--- config.mk ---
export PLATFORM = sky130hd
export DESIGN_NAME = ps2_kbd_rx
export DESIGN_NICKNAME = d
export VERILOG_FILES = /design/src/rtl/ps2_pkg.sv /design/src/rtl/ps2_evt_fifo.sv /design/src/rtl/ps2_kbd_rx.sv
export SDC_FILE = /design/constraint.sdc
export NUM_CORES = 1
export LEC_CHECK = 0
export ABC_CLOCK_PERIOD_IN_PS = 2000
export CELL_PAD_IN_SITES_DETAIL_PLACEMENT = 1
export CELL_PAD_IN_SITES_GLOBAL_PLACEMENT = 2
export CORE_AREA = 2 2 94 96
export CTS_BUF_LIST = sky130_fd_sc_hd__clkbuf_8
export DETAILED_ROUTE_END_ITERATION = 8
export DIE_AREA = 0 0 96 98
export PLACE_DENSITY_LB_ADDON = 0.1
export SETUP_SLACK_MARGIN = 0.4
export SYNTH_ARGS = -nofsm -noshare
export SYNTH_HDL_FRONTEND = slang
export SYNTH_SLANG_ARGS = --single-unit
export TNS_END_PERCENT = 5
--- constraint.sdc ---
create_clock -name clk -period 2 [get_ports clk]
set_input_delay 0.2 -clock clk [delete_from_list [all_inputs] [get_ports clk]]
set_output_delay 0.2 -clock clk [all_outputs]
set_load 0.01 [all_outputs]
--- src/rtl/ps2_pkg.sv ---
// Shared types and constants for the PS/2 keyboard receiver and its event FIFO.
package ps2_pkg;

    typedef enum logic [1:0] {
        ST_IDLE,
        ST_DATA,
        ST_PARITY,
        ST_STOP
    } rx_state_e;

    localparam logic [7:0] PS2_EXT = 8'hE0;
    localparam logic [7:0] PS2_REL = 8'hF0;

    typedef struct packed {
        logic       ext;
        logic       rel;
        logic [7:0] code;
    } ps2_evt_t;

    localparam int EVT_W = $bits(ps2_evt_t);

    // PS/2 uses odd parity over the data byte plus the parity bit.
    function automatic logic odd_parity_ok(input logic [7:0] data, input logic par);
        return ^{data, par};
    endfunction

endpackage

--- src/rtl/ps2_evt_fifo.sv ---
// Small synchronous FIFO for decoded key events; drops pushes when full and flags them.
module ps2_evt_fifo #(
    parameter int DEPTH = 4,
    parameter int WIDTH = 10
) (
    input  logic             clk,
    input  logic             reset_n,
    input  logic             push,
    input  logic [WIDTH-1:0] push_data,
    input  logic             pop,
    output logic [WIDTH-1:0] head_data,
    output logic             full,
    output logic             empty,
    output logic             overflow
);

    // DEPTH must be a power of two, at least 2; the extra MSB tells full from empty.
    localparam int AW = $clog2(DEPTH);

    logic [WIDTH-1:0] mem_q [DEPTH];
    logic [AW:0]      wr_ptr_q, wr_ptr_d;
    logic [AW:0]      rd_ptr_q, rd_ptr_d;
    logic             overflow_q, overflow_d;
    logic             do_push, do_pop;

    assign empty = (wr_ptr_q == rd_ptr_q);
    assign full  = (wr_ptr_q[AW] != rd_ptr_q[AW]) && (wr_ptr_q[AW-1:0] == rd_ptr_q[AW-1:0]);

    // A pop frees the slot this cycle, so a push into a full FIFO still fits.
    assign do_pop  = pop & ~empty;
    assign do_push = push & (~full | do_pop);

    always_comb begin
        // NOTE: every always_comb output gets a default first so no latch is inferred.
        wr_ptr_d   = wr_ptr_q;
        rd_ptr_d   = rd_ptr_q;
        overflow_d = push & full & ~do_pop;
        if (do_push) wr_ptr_d = wr_ptr_q + 1'b1;
        if (do_pop)  rd_ptr_d = rd_ptr_q + 1'b1;
    end

    always_ff @(posedge clk or negedge reset_n) begin
        if (!reset_n) begin
            wr_ptr_q   <= '0;
            rd_ptr_q   <= '0;
            overflow_q <= 1'b0;
        end else begin
            wr_ptr_q   <= wr_ptr_d;
            rd_ptr_q   <= rd_ptr_d;
            overflow_q <= overflow_d;
        end
    end

    // NOTE: storage is not reset; the pointers alone define which entries are live.
    always_ff @(posedge clk) begin
        if (do_push) mem_q[wr_ptr_q[AW-1:0]] <= push_data;
    end

    assign head_data = empty ? '0 : mem_q[rd_ptr_q[AW-1:0]];
    assign overflow  = overflow_q;

endmodule

--- src/rtl/ps2_kbd_rx.sv ---
// PS/2 keyboard receiver: synchronises the bus, frames bytes, folds E0/F0 prefixes into events.
module ps2_kbd_rx
    import ps2_pkg::*;
#(
    parameter int TIMEOUT_CYCLES = 8192,
    parameter int FIFO_DEPTH     = 4
) (
    input  logic       clk,
    input  logic       reset_n,
    input  logic       ps2_clk_in,
    input  logic       ps2_data_in,
    output logic       evt_valid,
    input  logic       evt_ready,
    output logic [7:0] evt_code,
    output logic       evt_ext,
    output logic       evt_release,
    output logic       parity_err,
    output logic       frame_err,
    output logic       overflow,
    output logic       busy
);

    localparam int              TMO_W   = $clog2(TIMEOUT_CYCLES + 1);
    localparam logic [TMO_W-1:0] TMO_MAX = TMO_W'(TIMEOUT_CYCLES);

    logic ps2_clk_s1_q, ps2_clk_s2_q, ps2_clk_s3_q;
    logic ps2_dat_s1_q, ps2_dat_s2_q;
    logic fall;

    rx_state_e        state_q;
    logic [2:0]       bit_cnt_q;
    logic [7:0]       shift_q;
    logic             par_q;
    logic [TMO_W-1:0] tmo_q;
    logic             byte_done_q, parity_err_q, frame_err_q;

    logic     ext_pend_q, ext_pend_d;
    logic     rel_pend_q, rel_pend_d;
    logic     push, pop, fifo_full, fifo_empty;
    ps2_evt_t push_evt, head_evt;

    // Both lines idle high, so the synchronisers reset to 1 to avoid a false edge.
    always_ff @(posedge clk or negedge reset_n) begin
        if (!reset_n) begin
            ps2_clk_s1_q <= 1'b1;
            ps2_clk_s2_q <= 1'b1;
            ps2_clk_s3_q <= 1'b1;
            ps2_dat_s1_q <= 1'b1;
            ps2_dat_s2_q <= 1'b1;
        end else begin
            ps2_clk_s1_q <= ps2_clk_in;
            ps2_clk_s2_q <= ps2_clk_s1_q;
            ps2_clk_s3_q <= ps2_clk_s2_q;
            ps2_dat_s1_q <= ps2_data_in;
            ps2_dat_s2_q <= ps2_dat_s1_q;
        end
    end

    assign fall = ps2_clk_s3_q & ~ps2_clk_s2_q;

    always_ff @(posedge clk or negedge reset_n) begin
        if (!reset_n) begin
            state_q      <= ST_IDLE;
            bit_cnt_q    <= '0;
            shift_q      <= '0;
            par_q        <= 1'b0;
            tmo_q        <= '0;
            byte_done_q  <= 1'b0;
            parity_err_q <= 1'b0;
            frame_err_q  <= 1'b0;
        end else begin
            // NOTE: sequential state uses non-blocking assignments so every flop samples pre-edge values.
            byte_done_q  <= 1'b0;
            parity_err_q <= 1'b0;
            frame_err_q  <= 1'b0;

            if (state_q == ST_IDLE || fall) begin
                tmo_q <= '0;
            end else if (tmo_q == TMO_MAX) begin
                state_q     <= ST_IDLE;
                frame_err_q <= 1'b1;
                tmo_q       <= '0;
            end else begin
                tmo_q <= tmo_q + 1'b1;
            end

            if (fall) begin
                case (state_q)
                    ST_IDLE: begin
                        if (!ps2_dat_s2_q) begin
                            state_q   <= ST_DATA;
                            bit_cnt_q <= '0;
                        end
                    end
                    ST_DATA: begin
                        shift_q   <= {ps2_dat_s2_q, shift_q[7:1]};
                        bit_cnt_q <= bit_cnt_q + 1'b1;
                        if (bit_cnt_q == 3'd7) state_q <= ST_PARITY;
                    end
                    ST_PARITY: begin
                        par_q   <= ps2_dat_s2_q;
                        state_q <= ST_STOP;
                    end
                    ST_STOP: begin
                        if (!ps2_dat_s2_q)                      frame_err_q  <= 1'b1;
                        else if (!odd_parity_ok(shift_q, par_q)) parity_err_q <= 1'b1;
                        else                                     byte_done_q  <= 1'b1;
                        state_q <= ST_IDLE;
                    end
                endcase
            end
        end
    end

    // shift_q holds the delivered byte until the next frame's first data edge, far later.
    always_comb begin
        ext_pend_d = ext_pend_q;
        rel_pend_d = rel_pend_q;
        push       = 1'b0;
        if (parity_err_q || frame_err_q) begin
            ext_pend_d = 1'b0;
            rel_pend_d = 1'b0;
        end else if (byte_done_q) begin
            if (shift_q == PS2_EXT) begin
                ext_pend_d = 1'b1;
            end else if (shift_q == PS2_REL) begin
                rel_pend_d = 1'b1;
            end else begin
                push       = 1'b1;
                ext_pend_d = 1'b0;
                rel_pend_d = 1'b0;
            end
        end
    end

    always_ff @(posedge clk or negedge reset_n) begin
        if (!reset_n) begin
            ext_pend_q <= 1'b0;
            rel_pend_q <= 1'b0;
        end else begin
            ext_pend_q <= ext_pend_d;
            rel_pend_q <= rel_pend_d;
        end
    end

    assign push_evt = '{ext: ext_pend_q, rel: rel_pend_q, code: shift_q};
    assign pop      = evt_valid & evt_ready;

    ps2_evt_fifo #(
        .DEPTH (FIFO_DEPTH),
        .WIDTH (EVT_W)
    ) u_fifo (
        .clk       (clk),
        .reset_n   (reset_n),
        .push      (push),
        .push_data (push_evt),
        .pop       (pop),
        .head_data (head_evt),
        .full      (fifo_full),
        .empty     (fifo_empty),
        .overflow  (overflow)
    );

    assign evt_valid   = ~fifo_empty;
    assign evt_code    = head_evt.code;
    assign evt_ext     = head_evt.ext;
    assign evt_release = head_evt.rel;
    assign parity_err  = parity_err_q;
    assign frame_err   = frame_err_q;
    assign busy        = (state_q != ST_IDLE);

endmodule
==> results of run 1 <==
==> state kept, by name, indices dropped and copies added, names as in the netlist, 2 cells and up <==
signal           cells
u_fifo.mem_q        40
tmo_q               14
shift_q              8
bit_cnt_q            3
u_fifo.rd_ptr_q      3
u_fifo.wr_ptr_q      3
state_q              2
==> per-layer routing <==
| layer | global-route usage (%) | share of wire, % |
|---|---|---|
| met1 | 20.9 | 45 |
| met3 | 2.93 | 2.7 |
| met5 | 0 | 0 |
| met4 | 6.26 | 1.4 |
| met2 | 25.4 | 51 |
==> cells by family after synthesis <==
| family | Yosys count |
|---|---|
| flip-flops | 85 |
| AO/OA/AOI/OAI | 17 |
| buffers and inverters | 17 |
| multiplexers | 22 |
| adder cells (fa/ha/maj) | 9 |
| XOR/XNOR | 24 |
| AND/OR/NAND/NOR | 81 |
==> power by group through the flow <==
| stage | combinational, mW | sequential, mW | clock, mW |
|---|---|---|---|
| 6_report | 2.18 | 2.23 | 1.20 |
| 5_1_grt | 2.38 | 2.26 | 1.29 |
| 4_1_cts | 1.92 | 2.22 | 1.23 |
| 3_5_place_dp | 1.83 | 2.26 | 0 |
| 3_3_place_gp | 1.80 | 2.25 | 0 |
| 2_1_floorplan | 1.08 | 2.27 | 0 |
==> stage by stage <==
step	setup TNS (ps)	cells
4_1_cts	-33.9	414
3_3_place_gp	0	392
3_5_place_dp	0	392
5_1_grt	-48.8	415
2_1_floorplan	0	255
6_report	0	415
==> path summary, 6_finish.rpt <==
| path | slack, ps | to | depth (start not counted) | from |
|---|---|---|---|---|
| min in group asynchronous | 370 | tmo_q[6] | 2 | reset_n |
| max in group asynchronous | 1030 | ps2_dat_s1_q | 3 | reset_n |
| worst max-delay path | 30 | evt_code[4] | 5 | u_fifo.rd_ptr_q[0] |
| worst min register to register | 360 | ps2_dat_s2_q | 0 | ps2_dat_s1_q |
| worst min-delay path | 240 | ps2_dat_s1_q | 1 | ps2_data_in |
| worst max register to register | 190 | u_fifo.mem_q[3][0] | 6 | u_fifo.rd_ptr_q[0] |
==> cells in the mapped netlist, types with 4 or more instances <==
master	n	area share [%]
xnor2_1	16	3.8
nor2_1	11	1.1
buf_2	4	0.54
nand3_1	4	0.54
nand2_1	11	1.1
nor2_2	10	1.7
edfxtp_1	40	32
nor2b_1	4	0.67
xor2_1	7	1.6
ha_1	9	3.0
nand4_1	4	0.67
mux2_2	5	1.5
o21ai_0	4	0.54
and2_1	15	2.5
mux4_2	10	6.0
nor3_1	4	0.54
a21oi_1	5	0.67
mux2_1	6	1.8
inv_1	8	0.81
dfrtp_1	40	27
dfstp_2	5	3.5
==> cell type report <==
class                           count  area [µm²]
Inverter                            8        30.0
Multi-Input combinational cell    153        1480
Fill cell                         828        3830
Clock inverter                      7        73.8
Clock buffer                        9         124
Tap cell                          108         135
Sequential cell                    85        2340
Timing Repair Buffer               45         458
==> repair_timing <==
item | CTS | global route
endpoints found under the setup margin | 75 | 80
hold buffers | 1 | 0
hold endpoints to repair | 22 | 0
cloned | 1 | 0
pin swaps | 22 | 25
setup buffers | 4 | 1
resized for setup | 70 | 38
==> results, run 1 <==
- The clock net in this run drives a total of 85 sinks.
- The number of library cell types mapped by synthesis is 47.
- The critical-path cell with the highest stage delay is mux4_2.
- The completed layout was analyzed and its total power is between 5 and 6 mW.
- After routing the design area is approximately 4600 µm².
- The number of clock buffers inserted by TritonCTS is 9.
- The number of nets in the finished design is approximately 320.
- The post-route netlist has 38.4% of its cells at a drive strength greater than 1.
- The count of flip-flops with a built-in enable after synthesis is 40.
- Global routing used around 16% of the available tracks.
- Synthesis produced a netlist with a net count of about 270.
- The starting DRC count in detailed routing is 46.
- The layout overhead on the synthesized area is 24.6%.
- By startpoint and endpoint, the worst setup path is classified as flip-flop to output port.
- The share of the clock period used by the worst path is a little over nine tenths.
- Summed over all cells, the static leakage comes to 1.81 nW.
- The clock network fraction of total power is 21.4%.
- The pre-antenna-repair detailed-routing pass consisted of 4 iterations.
- The routed layout has 2118 vias.
- The core box area is 8470 µm².
- Dividing the detail-routed wire length by the instance count gives between 15 and 20 µm.
- The signal on the critical path passes through buf_6, buf_12, mux4_2, and2_1, buf_2.
- The relative contribution of combinational cells to total power is between 30 and 40%.
- For this run, the slowest stage of the critical path takes 500 ps.
- The clock transition at the register clock pins on the worst setup and hold paths after CTS is 90 ps.
- The slew at the pin closest to its max-slew limit is roughly 580 ps.
- The worst pin sits at a relative slew slack of ~62%.
- The worst path needs 1970 ps of the cycle, external delays included.
- The standard cell area after detailed placement is between 4000 and 5000 µm².
- Along the worst path, the maximum fanout reaches 5.
- The count of input and output buffers is 19.
- Leaving out fill and tap cells, the most frequent cell in the layout is edfxtp_1.
- Entering global routing, the biggest net connects 24 pins.
- At the placement stage, the worst setup path has a slack of approximately 66 ps.
- The fraction of the mapped netlist area in adder cells is under 10%.
- Among cell families on the critical path, the largest total delay comes from multiplexers.
- The number of cells produced by synthesis is between 200 and 300.
- The largest buffer count on any clock path is 2.
- The critical path data required time is approximately 1800 ps.
- The count of max-cap constraint violations is 0.
- The vias per cell is about 5.1.
- The total I/O pin count is 20.
- The power density of the placed cells is between 1000 and 1500 nW/µm².
- The worst hold path class is input port to flip-flop.
- The residual overflow from global routing is 0.
- The data arrival time of the critical path is between 1500 and 2000 ps.
- The run finished with clean final reports.
- Setup repair after global routing could not meet its margin everywhere.
- The number of hold violations in the final report came to 0.
- Leaving out fill and tap cells, the most frequent cells in the layout are edfxtp_1, dfrtp_1, buf_4.
- Setup violations remaining at the end of the flow were counted as 0.
- Clock skew on the completed layout was measured at slightly above 10 ps.
- Summing the areas of all compound-gate instances in the mapped netlist gives between 3 and 4% of the synthesized area.
- The number of synthesized register bits is between 80 and 90.
- The cell row count is 34.
- The reported net switching power is 1.75 mW.
- The startpoint type of the worst setup path is a flip-flop.
- The xor/xnor cell area share of the yosys netlist is under 10%.
- The initial antenna violation count is 0.
- For this run, the leading register cell type out of synthesis is edfxtp_1.
- The portion of netlist area occupied by mux cells is under 10%.
- After synthesis, the share of flip-flops with an asynchronous set or reset is a little over half.
- The worst setup path is captured at an output port.
- The die is about 98 µm tall.
- Clock latency on the worst-skew pair, taken at its later pin, is ~360 ps.
- The H-tree was split into 3 levels.
- The wire length of the first global-routing pass is ~11000 µm.
- After detailed routing, the number of remaining DRC violations is 0.
- The utilization after layout is a little over half.
- The number of antenna diodes in the final layout is 0.
- The root cell of the clock tree is clkbuf_8.
- Internal power comes to between 3 and 4 mW.
- Once detail routing completed, the nets flagged for antenna violations numbered 0.
- At the end of routability-driven placement, the weighted congestion stood at between 0.7 and 0.8.
- The count of final max-slew check failures is 0.
- The HPWL after detailed placement is approximately 4500 µm.
- The die area is 9410 µm².
- The total wirelength of the detailed-routed design is 6940 µm.
- The per-instance average area after synthesis is between 10 and 15 µm².
- Of the total power, registers draw 39.7%.
- TritonCTS built the clock tree.
- The combinational family with the most area after synthesis is simple AND/OR/NAND/NOR gates.
- The x dimension of the die is 96 µm.
- The cell area that synthesis handed to floorplanning was 3720 µm².
- The fmax is 508 MHz.
- The sequential fraction of the synthesis area is between 60% and 70%.
- The switching power share of the total is approximately 31%.
- The total buffers and inverters traversed by the critical path is 3.
- The via count of the first global-routing pass is roughly 2200.
- The final setup slack of the worst path is between 30 and 40 ps.
- The worst vdd rail ir drop is approximately 0.52 mV.
- The tightest hold path in the finished design has a slack of 241 ps.
- Yosys printed 0 warnings.
- The initial core utilization is a little over two fifths.
- The post-synthesis share of cell area spent on and, or, nand and nor gates is about an eighth.
No activity file was read; power rests on OpenSTA's default activity.
==> inputs of run 2 (changes only) <==
--- a/config.mk
+++ b/config.mk
@@ -5,13 +5,14 @@
 export SDC_FILE = /design/constraint.sdc
 export NUM_CORES = 1
 export LEC_CHECK = 0
-export ABC_CLOCK_PERIOD_IN_PS = 2000
+export ABC_CLOCK_PERIOD_IN_PS = 1600
 export CELL_PAD_IN_SITES_DETAIL_PLACEMENT = 1
 export CELL_PAD_IN_SITES_GLOBAL_PLACEMENT = 2
-export CORE_AREA = 2 2 94 96
+export CORE_AREA = 2 2 99 101
 export CTS_BUF_LIST = sky130_fd_sc_hd__clkbuf_8
 export DETAILED_ROUTE_END_ITERATION = 8
-export DIE_AREA = 0 0 96 98
+export DIE_AREA = 0 0 101 103
+export HOLD_SLACK_MARGIN = 0.12
 export PLACE_DENSITY_LB_ADDON = 0.1
 export SETUP_SLACK_MARGIN = 0.4
 export SYNTH_ARGS = -nofsm -noshare
==> constraint.sdc (replaced) <==
create_clock -name clk -period 1.6 [get_ports clk]
set_input_delay 0.16 -clock clk [delete_from_list [all_inputs] [get_ports clk]]
set_output_delay 0.16 -clock clk [all_outputs]
set_load 0.01 [all_outputs]
==> run 2 against run 1 <==
Compared with the run above: the run now ends with negative setup slack left; final area is 3.7% higher; die area rose by 11%; via count up 2.7%; register-to-register slack worse by 290 ps; sequential share of layout area decreased by 1.9 points; sequential power up 23%; first-iteration DRC count decreased by 30%; critical path type unchanged; non-clock buffer count up 20; count of clock-buffer cells in the layout stayed put; critical path depth did not move; flip-flop and latch count unchanged; routed wire length grew 2.2%.
==> results, run 2 (synthesized netlist as in run 1, its figures left out) <==
- The floorplan die height is 103 µm (+5.1%).
- Counting stages on the worst path, the most repeated cell is buf_6.
- The wire length of the first global-routing pass is 11600 µm (+3.7%).
- The vias per cell is 4.93 (-3.3%).
- The share of post-route cells with drive strength above 1 was 44.3% (+5.9 points).
- The number of hold violations in the final report is 0 (unchanged).
- The number of search-and-repair iterations in the first detailed-routing pass was 3 (-1).
- The footprint of the multi-input gates is 1490 µm² (+0.93%).
- The delay contributed by the slowest stage of the critical path came to 490 ps (about the same).
- The largest buffer count on any clock path came to 2 (unchanged).
- After layout, the worst path uses 118% of the clock period.
- The layout overhead on the synthesized area is 29.2%.
- The core box area came to 9460 µm² (+12%).
- The fmax is about 530 MHz.
- The total track usage came to 15.0% (-0.72 points).
- The worst setup path is launched from a flip-flop.
- The slew at the pin closest to its max-slew limit is 462 ps (-114 ps).
- The number of clock buffers inserted by TritonCTS is 9 (unchanged).
- The per-cell routed wire length is 16.1 µm (-3.8%).
- The number of fill cells in the layout is 953 (+15%).
- The relative contribution of combinational cells to total power came to 40.8% (+1.9 points).
- Clock tree synthesis selected as its root buffer the cell clkbuf_8.
- The count of max-cap constraint violations is 0 (unchanged).
- The data arrival time of the critical path is 1730 ps (-40 ps).
- The maximum fanout along the worst path is 5 (unchanged).
- The die area was 10400 µm² (+11%).
- The switching power share of the total came to 29.4% (-1.8 points).
- The count of final max-slew check failures came to 0 (unchanged).
- The power density of the placed cells came to 1500 nW/µm² (+24%).
- The run finished, with violations left.
- The final reports fail on negative setup slack.
- The worst hold-check slack is 204 ps (-37.7 ps).
- Setup repair after global routing could not meet its margin everywhere.
- Leaving out fill and tap cells, the most frequent cells in the layout are edfxtp_1, dfrtp_1, buf_4.
- The final number of setup-violating endpoints was 51 (+51).
- The reported net switching power is 2.13 mW (+21%).
- The signal on the critical path passes through buf_6, buf_6, mux4_2, and2_4, buf_6.
- The clock network fraction of total power is 21.2% (-0.2 points).
- The critical-path cell with the highest stage delay is mux4_2.
- The H-tree depth is 3 (unchanged).
- The sequential group share of total power is 38.1% (-1.6 points).
- The family with the most delay on the worst path is multiplexers.
- The number of instances in the placed design is 418 (+6.6%).
- The count of input and output buffers is 19 (unchanged).
- The number of nets in the finished design is 336 (+6.3%).
- The total wirelength of the detailed-routed design is 7090 µm (+2.2%).
- The clock period minus worst slack is roughly 1900 ps.
- The worst hold path class is input port to flip-flop.
- The total half-perimeter wirelength after legalization and detailed placement was 4800 µm (+5.5%).
- The initial antenna violation count is 0 (unchanged).
- The total buffers and inverters traversed by the critical path came to 3 (unchanged).
- The antenna violation net count after detailed routing came to 0 (unchanged).
- The starting DRC count in detailed routing is 32 (-30%).
- The worst clock skew on the final layout is 6.56 ps (-3.68 ps).
- The placer congestion estimate came to 0.697 (-1.6%).
- The remaining design rule violation count came to 0 (unchanged).
- The routed via count was 2176 (+2.7%).
- The x dimension of the die was 101 µm (+5.2%).
- The cell row count came to 36 (+5.9%).
- The worst relative slew slack came to 68.9% (+7.3 points).
- The flip-flop count of the largest register after layout is 40 (unchanged).
- The CTS sink count was 85 (unchanged).
- STA classifies the critical path endpoint as an output port.
- The clock transition at the register clock pins on the worst setup and hold paths after CTS is 90 ps (about the same).
- The critical setup path kind is flip-flop to output port.
- The critical path data required time is 1440 ps (-360 ps).
- The final setup slack of the worst path came to -294 ps (-326 ps).
- The clock latency on the worst-skew pair is 360 ps (about the same).
- The worst vdd rail ir drop came to 0.565 mV (+8.2%).
- The largest net degree at the start of global routing came to 28 (+17%).
- The residual overflow from global routing is 0 (unchanged).
- The diode insertion count for antenna repair was 0 (unchanged).
- The total I/O pin count is 20 (unchanged).
- The initial core utilization is 39.4% (-4.6 points).
- The internal power component was 5.11 mW (+32%).
- TritonCTS built the clock tree.
- The via count of the first global-routing pass is 2276 (+2.8%).
- The area of all sequential standard cells is 2330 µm² (-0.21%).
- The final cell count without fillers is 441 (+6.3%).
- Leaving out fill and tap cells, the most frequent cell in the layout is edfxtp_1.
- The reported leakage power came to 1.97 nW (+8.7%).
## run 2: per-layer routing
metal	up-vias	GRT usage (%)	share of wire, %
met5	-	0	0
met4	0	7.17	2.0
met3	12	3.19	2.6
met2	23	25.6	49
met1	1092	18.3	46
li1	1049	-	-
## run 2: worst paths after layout
| kind | start | to | slack (ps) | cells past startpoint |
|---|---|---|---|---|
| setup reg to reg | u_fifo.rd_ptr_q[0] | u_fifo.mem_q[2][4] | -100 | 5 |
| min in group asynchronous | reset_n | tmo_q[2] | 280 | 2 |
| hold / removal | ps2_data_in | ps2_dat_s1_q | 200 | 1 |
| max in group asynchronous | reset_n | state_q[1] | 810 | 3 |
| hold reg to reg | ps2_clk_s1_q | ps2_clk_s2_q | 360 | 0 |
| setup / recovery | u_fifo.rd_ptr_q[0] | evt_code[7] | -290 | 5 |
## run 2: power groups by stage
stage / logic (mW) / registers [mW] / clock network, mW
6_report: 2.95 / 2.75 / 1.53
5_1_grt: 3.22 / 2.79 / 1.66
4_1_cts: 2.65 / 2.76 / 1.58
3_5_place_dp: 2.43 / 2.79 / 0
3_3_place_gp: 2.39 / 2.78 / 0
2_1_floorplan: 1.35 / 2.84 / 0
## run 2: final cells by class
cell class	count	area share [%]
well taps	114	2.96
clock buffers	9	2.57
inverters	8	0.624
repair buffers	65	12.8
multi-input cells	153	31.0
clock inverters	7	1.48
flip-flops and latches	85	48.5
## run 2: what timing repair did
action | CTS | global route
setup endpoints to repair | 95 | 94
endpoints found under the hold margin | 22 | 0
pin swaps | 34 | 19
hold buffers | 1 | 0
resized for setup | 93 | 20
buffers inserted | 6 | 0
## run 2: stage by stage
step           power, mW  TNS, ps  area (µm²)  util [%]  setup WS (ps)
2_1_floorplan       4.19        0        3750         -           15.8
3_3_place_gp        5.17    -6900        4360      46.1           -230
3_5_place_dp        5.22    -6920        4360      46.1           -234
4_1_cts             6.99    -6210        4720      49.9           -318
5_1_grt             7.67    -8860        4810      50.9           -347
6_report            7.24    -5690        4810      50.9           -294
## run 2: worst reg2reg max path: stages (launching register included)
cell and delay (ps):
dfrtp_1 410, buf_6 140, xnor2_2 130, and4b_2 280, nor2_4 170, and2_4 270
==> inputs of run 3 (changes only) <==
--- a/config.mk
+++ b/config.mk
@@ -12,7 +12,6 @@
 export CTS_BUF_LIST = sky130_fd_sc_hd__clkbuf_8
 export DETAILED_ROUTE_END_ITERATION = 8
 export DIE_AREA = 0 0 101 103
-export HOLD_SLACK_MARGIN = 0.12
 export PLACE_DENSITY_LB_ADDON = 0.1
 export SETUP_SLACK_MARGIN = 0.4
 export SYNTH_ARGS = -nofsm -noshare
==> results of run 3 <==
Final layout, timing and power as in run 2 (identical DEF).
